<file path="config.mk">
export PLATFORM = sky130hd
export DESIGN_NAME = ram_arbiter
export DESIGN_NICKNAME = d
export VERILOG_FILES = /design/src/rtl/ram_arbiter.sv
export SDC_FILE = /design/constraint.sdc
export NUM_CORES = 1
export LEC_CHECK = 0
export ABC_CLOCK_PERIOD_IN_PS = 1300
export BUFFER_PORTS_ARGS = -buffer_cell sky130_fd_sc_hd__buf_2
export CAP_MARGIN = 20
export CELL_PAD_IN_SITES_DETAIL_PLACEMENT = 0
export CELL_PAD_IN_SITES_GLOBAL_PLACEMENT = 1
export CORE_ASPECT_RATIO = 0.9
export CORE_MARGIN = 5
export CORE_UTILIZATION = 32
export CTS_CLUSTER_DIAMETER = 200
export DETAILED_ROUTE_END_ITERATION = 10
export PLACE_DENSITY = 0.8
export SETUP_SLACK_MARGIN = 0.15
export SLEW_MARGIN = 10
export SYNTH_ARGS = -nofsm -noshare
export SYNTH_HDL_FRONTEND = slang
export SYNTH_SLANG_ARGS = --single-unit
</file>
<file path="constraint.sdc">
create_clock -name clk -period 1.3 [get_ports clk]
set_input_delay 0.065 -clock clk [delete_from_list [all_inputs] [get_ports clk]]
set_output_delay 0.065 -clock clk [all_outputs]
set_load 0.01 [all_outputs]
</file>
<file path="src/rtl/ram_arbiter.sv">
// Two-port arbiter/sequencer for a shared single-port 256x16 synchronous RAM.
// Define RAM_ARB_RR_EN for round-robin conflict resolution; otherwise port 0 has fixed priority.
module ram_arbiter #(
  parameter int AW = 8,
  parameter int DW = 16
) (
  input  logic          clk,
  input  logic          reset_n,
  input  logic          req0,
  input  logic          req1,
  input  logic          we0,
  input  logic          we1,
  input  logic [AW-1:0] addr0,
  input  logic [AW-1:0] addr1,
  input  logic [DW-1:0] wdata0,
  input  logic [DW-1:0] wdata1,
  output logic          gnt0,
  output logic          gnt1,
  output logic          rvalid0,
  output logic          rvalid1,
  output logic [DW-1:0] rdata,
  output logic          ram_we,
  output logic [AW-1:0] ram_addr,
  output logic [DW-1:0] ram_din,
  input  logic [DW-1:0] ram_dout
);

  logic          elig0_s;
  logic          elig1_s;
  logic          win0_s;
  logic          win1_s;
  logic          win_any_s;
  logic          sel_we_s;
  logic [AW-1:0] sel_addr_s;
  logic [DW-1:0] sel_din_s;
  logic          tag_vld_r;
  logic          tag_port_r;

`ifdef RAM_ARB_RR_EN
  logic          prio_r;
`endif

  // Eligibility masking and winner selection
  always_comb begin
    elig0_s = req0 & ~gnt0;
    elig1_s = req1 & ~gnt1;
    win0_s  = 1'b0;
    win1_s  = 1'b0;
`ifdef RAM_ARB_RR_EN
    if (elig0_s && elig1_s) begin
      win0_s = ~prio_r;
      win1_s = prio_r;
    end else begin
      win0_s = elig0_s;
      win1_s = elig1_s;
    end
`else
    if (elig0_s) begin
      win0_s = 1'b1;
      win1_s = 1'b0;
    end else begin
      win0_s = 1'b0;
      win1_s = elig1_s;
    end
`endif
    win_any_s = win0_s | win1_s;
  end

  // Command mux for the winning port (port 0 fields when nobody wins; unused then)
  always_comb begin
    sel_we_s   = we0;
    sel_addr_s = addr0;
    sel_din_s  = wdata0;
    if (win1_s) begin
      sel_we_s   = we1;
      sel_addr_s = addr1;
      sel_din_s  = wdata1;
    end else begin
      sel_we_s   = we0;
      sel_addr_s = addr0;
      sel_din_s  = wdata0;
    end
  end

  // Grant, RAM command and read-tag registers; an idle cycle keeps address/data but drops we
  always_ff @(posedge clk or negedge reset_n) begin
    if (!reset_n) begin
      gnt0       <= 1'b0;
      gnt1       <= 1'b0;
      ram_we     <= 1'b0;
      ram_addr   <= {AW{1'b0}};
      ram_din    <= {DW{1'b0}};
      tag_vld_r  <= 1'b0;
      tag_port_r <= 1'b0;
    end else begin
      gnt0       <= win0_s;
      gnt1       <= win1_s;
      ram_we     <= win_any_s & sel_we_s;
      tag_vld_r  <= win_any_s & ~sel_we_s;
      tag_port_r <= win1_s;
      if (win_any_s) begin
        ram_addr <= sel_addr_s;
        ram_din  <= sel_din_s;
      end else begin
        ram_addr <= ram_addr;
        ram_din  <= ram_din;
      end
    end
  end

  // Read return: capture RAM data one cycle after the read command and strobe the tagged port
  always_ff @(posedge clk or negedge reset_n) begin
    if (!reset_n) begin
      rvalid0 <= 1'b0;
      rvalid1 <= 1'b0;
      rdata   <= {DW{1'b0}};
    end else begin
      rvalid0 <= tag_vld_r & ~tag_port_r;
      rvalid1 <= tag_vld_r & tag_port_r;
      if (tag_vld_r) begin
        rdata <= ram_dout;
      end else begin
        rdata <= rdata;
      end
    end
  end

`ifdef RAM_ARB_RR_EN
  // Priority pointer moves to the port that did not win the last grant
  always_ff @(posedge clk or negedge reset_n) begin
    if (!reset_n) begin
      prio_r <= 1'b0;
    end else if (win_any_s) begin
      prio_r <= win0_s;
    end else begin
      prio_r <= prio_r;
    end
  end
`endif

endmodule

</file>
Word-level counts from Yosys, hierarchy flattened
Cells that the tools add are included.
{ "classes": {"n_addsub": 0, "n_mul": 0, "div": 0, "order_cmp": 0, "n_eq_ne": 0, "shifts": 0, "muxes": 5, "bitwise": 10, "n_reduce_logical": 0} }
{ "ops": {"columns": ["cell", "n"], "rows": [
  ["$mux W16", 1],
  ["$mux W8", 1],
  ["$and A1 B1 Y1", 6],
  ["$mux W1", 3],
  ["$not A1 Y1", 3],
  ["$or A1 B1 Y1", 1]
]} }
{ "totals": {"ff_bits": 46, "latchBits": 0, "mem_bits_rw": 0, "rom_bits": 0, "inputBits": 70, "output_inout_bits": 45, "word_cells": 24, "mem_count": 0} }

Longest topological paths before layout
{ "depth": {"depth_word": 6, "depth_mapped": 5, "depth_no_buf": 3} }

Worst setup path before layout
No wires, ideal clock.
{ "synth_timing": {"path_type": "register to register", "from": "register tag_port_r (netlist name)", "to": "register ram_din[0]", "setup_time_ps": 132, "arrival_time_ps": 1032, "required_ps": 1168, "path_slack_ps": 135, "stages_incl_launch_ff": 6, "synth_period_minus_slack_ps": 1165, "path_cell_list": "dfrtp_1 nand2b_4 buf_12 buf_12 mux2i_1 o21ai_1"} }
{ "synth_rtl": {"columns": ["item", "line", "source"], "rows": [
  ["end signal: assignment", "92", "ram_din <= {DW{1'b0}};"],
  ["end signal: assignment", "103", "ram_din <= sel_din_s;"],
  ["end signal: assignment", "106", "ram_din <= ram_din;"],
  ["end: declaration", "24", "output logic [DW-1:0] ram_din,"]
]} }

==> metrics.log <==
INFO  metric crit_family = flip-flops
INFO  metric timing.reg2reg.setup_slack = 0.19 ns
INFO  metric floorplan.die_area = 7790 um2
INFO  metric cts-root-to-sink-buffers = 2
INFO  metric highest_count_cells_in_the_layout_ignoring_fill_and_taps = 114 x buf_2, 46 x dfrtp_1, 37 x dlygate4sd3_1
INFO  metric cell_chain_of_the_critical_path = nand2b_4, clkbuf_16, mux2i_1, o21ai_1
INFO  metric tritoncts_clock_tree = yes
INFO  metric first_pass_grt_wire_length = 7.86 mm
INFO  metric clk_pin_slew = 0.08 ns
INFO  metric grt_overflow = 0
INFO  metric ys_seq_elements = 46
INFO  metric final.setup_skew = 0.00241 ns
INFO  metric detailedRoute.firstIterationViolations = 46
INFO  metric worst-r2r-cell-count = 4
INFO  metric drt_first_pass_iters = 4
INFO  metric antenna_left = 0
INFO  metric cp_data_arrival_time = 1.29 ns
INFO  metric die-height = 84.2 um
INFO  metric worstReg2RegStart = tag_port_r$_DFF_PN0_
INFO  metric yosysSeqAreaShare = 0.588
INFO  metric min_path_cells = 2
INFO  metric floorplan.initialDensity = 0.324
INFO  metric postSynthNetCount = 224
INFO  metric critical_path.endpoint_type = register
INFO  metric numClockSinks = 46
INFO  metric routed_wire_length = 5.03 mm
INFO  metric core.rowCount = 27
INFO  metric final_period_minus_worst_setup_slack = 1.11 ns
INFO  metric drc = 0
INFO  metric post_dp_cell_area = 2610 um2
INFO  metric timing.slew.headroom = 0.690
INFO  metric type_of_element_launching_the_critical_path = register
INFO  metric holdCritPathClass = input port to register
INFO  metric synthesis.area = 1960 um2
INFO  metric avgSynthCellArea = 12.7 um2
INFO  metric antenna_cells_inserted = 0
INFO  metric worst_pin_slew = 0.466 ns
INFO  metric run_status = finished, final reports clean
INFO  metric io_pins = 115
INFO  metric timing.rr.end = ram_din[1]$_DFFE_PN0P_
INFO  metric timing.critical_path.fanout_max = 7
INFO  metric synth_area_leader_cell = dfrtp_1
INFO  metric post_synth_inst_count = 154
INFO  metric layout_commonest_cell = buf_2
INFO  metric maxCapViolations = 0
INFO  metric routed_via_density = 4.43
INFO  metric timing.final.setup_violations = 0
INFO  metric num-nets-final = 380
INFO  metric synthesis.yosys.warnings = 0
INFO  metric final_hold_viol_count = 0
INFO  metric share_of_the_synthesized_area_in_the_top_cell_type = 0.588
INFO  metric min_to = ram_we$_DFF_PN0_
INFO  metric grt_antenna_before_repair = 0
INFO  metric worstHoldStart = we1
INFO  metric cts_bufs_inserted = 5
INFO  metric total_leakage_power = 1.64 nW
INFO  metric die-width = 92.5 um
INFO  metric rsz_0062_raised_after_global_routing = true
INFO  metric cts.htree.levels = 2
INFO  metric maximum_number_of_pins_on_one_net_before_global_route_repair = 36
INFO  metric detail_route.wl_per_cell = 13.2 um
INFO  metric worst_path_max_delay_cell = dfrtp_1
INFO  metric power-per-cell-area = 1130 nW/um2
INFO  metric place.port_buffers = 114
INFO  metric detailroute.via_count = 1694
INFO  metric crit_required = 1.48 ns
INFO  metric core_area = 6050 um2
INFO  metric post_synth_main_area_contributors = dfrtp_1 59%, mux2i_1 12%, mux2_2 9.2%, o21ai_1 4.6%, nand2_1 4.6%
INFO  metric critical_path.n_buffers_inverters = 1
INFO  metric clock_network_latency_to_the_later_pin_of_the_worst_skew_pair = 0.29 ns
INFO  metric drive_gt1_frac = 0.487
INFO  metric post-dp-hpwl = 3.38 mm
INFO  metric setup.worst_path.class = register to register
INFO  metric yosysUniqueCellTypes = 19
INFO  metric fraction_of_the_cycle_the_final_worst_path_needs = 0.853
INFO  metric layout_overhead_on_the_synthesized_area = 59.9%
INFO  metric worst_path_largest_cell_delay = 0.36 ns
INFO  metric grt_util_all_layers = 0.126
INFO  metric achievable-frequency = 902 MHz
INFO  metric setup_tns = 0 ns
INFO  metric vdd.ir_drop.worst = 0.508 mV
INFO  metric first_global_vias = 1722
INFO  metric cts_root_buf = clkbuf_8
INFO  metric design_area = 3130 um2
INFO  metric drv_slew = 0
INFO  metric routability_cong = 0.665
-- layer usage --
layer / share of wire / wire [um] / global-route usage / up-vias
li1: - / - / - / 838
met1: 0.41 / 2080 / 0.154 / 774
met2: 0.48 / 2420 / 0.210 / 73
met3: 0.092 / 461 / 0.0394 / 9
met4: 0.015 / 73 / 0.0445 / 0
met5: 0 / 0 / 0 / -
-- stage by stage --
stage | setup slack, ns | hold slack, ns | total power, W | utilization | std cells
6_report | 0.191 | 0.0117 | 0.00354 | 0.518 | 382
5_1_grt | 0.106 | 0.00192 | 0.00379 | 0.518 | 382
4_1_cts | 0.152 | 0.00118 | 0.00358 | 0.506 | 378
3_5_place_dp | 0.168 | 0.0539 | 0.00267 | 0.432 | 334
3_3_place_gp | 0.202 | 0.0511 | 0.00265 | 0.432 | 334
2_1_floorplan | 0.135 | -0.231 | 0.00225 | - | 154
-- cell type report --
cell class,count,area [um2]
clock buffers,5,68.8
clock inverters,2,10.0
fillers,527,2920
repair buffers,160,1100
multi-input cells,96,707
inverters,1,3.75
flip-flops and latches,46,1150
well taps,72,90.1
-- how the worst max path moves through the flow --
stage / startpoint / endpoint / cells after the start
global route: tag_port_r$_DFF_PN0_ / ram_addr[1]$_DFFE_PN0P_ / 4
CTS: tag_port_r$_DFF_PN0_ / ram_addr[1]$_DFFE_PN0P_ / 4
finish: tag_port_r$_DFF_PN0_ / ram_din[1]$_DFFE_PN0P_ / 4
global placement: tag_port_r$_DFF_PN0_ / ram_addr[1]$_DFFE_PN0P_ / 4
floorplan: tag_port_r$_DFF_PN0_ / ram_din[0]$_DFFE_PN0P_ / 5
detailed placement: tag_port_r$_DFF_PN0_ / ram_addr[1]$_DFFE_PN0P_ / 4
-- worst reg2reg max path: stages, from the launching register on --
cell and delay (ns):
dfrtp_1 0.36, nand2b_4 0.19, clkbuf_16 0.18, mux2i_1 0.18, o21ai_1 0.08
-- cell families after synthesis --
family,synth area share
buf+inv,0.0549
mux,0.215
flops,0.588
simple gates,0.0728
compound gates,0.0697
-- repair_timing --
item	CTS	global route
resized for setup	0	5
setup buffers	0	1
setup endpoints to repair	0	26
endpoints found under the hold margin	55	0
hold buffers	37	0
-- cells in the mapped netlist (all sizes together) --
| cell type | number |
|---|---|
| a21o | 1 |
| a22o | 1 |
| and2 | 1 |
| and2b | 1 |
| buf | 10 |
| clkbuf | 1 |
| dfrtp | 46 |
| inv | 1 |
| mux2 | 16 |
| mux2i | 24 |
| nand2 | 24 |
| nand2b | 1 |
| nor2 | 1 |
| nor2b | 1 |
| nor3 | 1 |
| o21ai | 24 |
-- where the power goes --
part	switching [W]	total (W)	internal, W
registers	0.000104	0.00175	0.00165
clock network	0.000438	0.000799	0.000361
logic	0.000444	0.000993	0.000549
-- sequential cells by signal, summed over array words and instances (netlist names) --
signal and flops:
tag_vld_r 1, ram_we 1, ram_din 16, rvalid0 1
tag_port_r 1, rdata 16, gnt0 1, ram_addr 8
rvalid1 1
No activity file was read; power rests on OpenSTA's default activity.
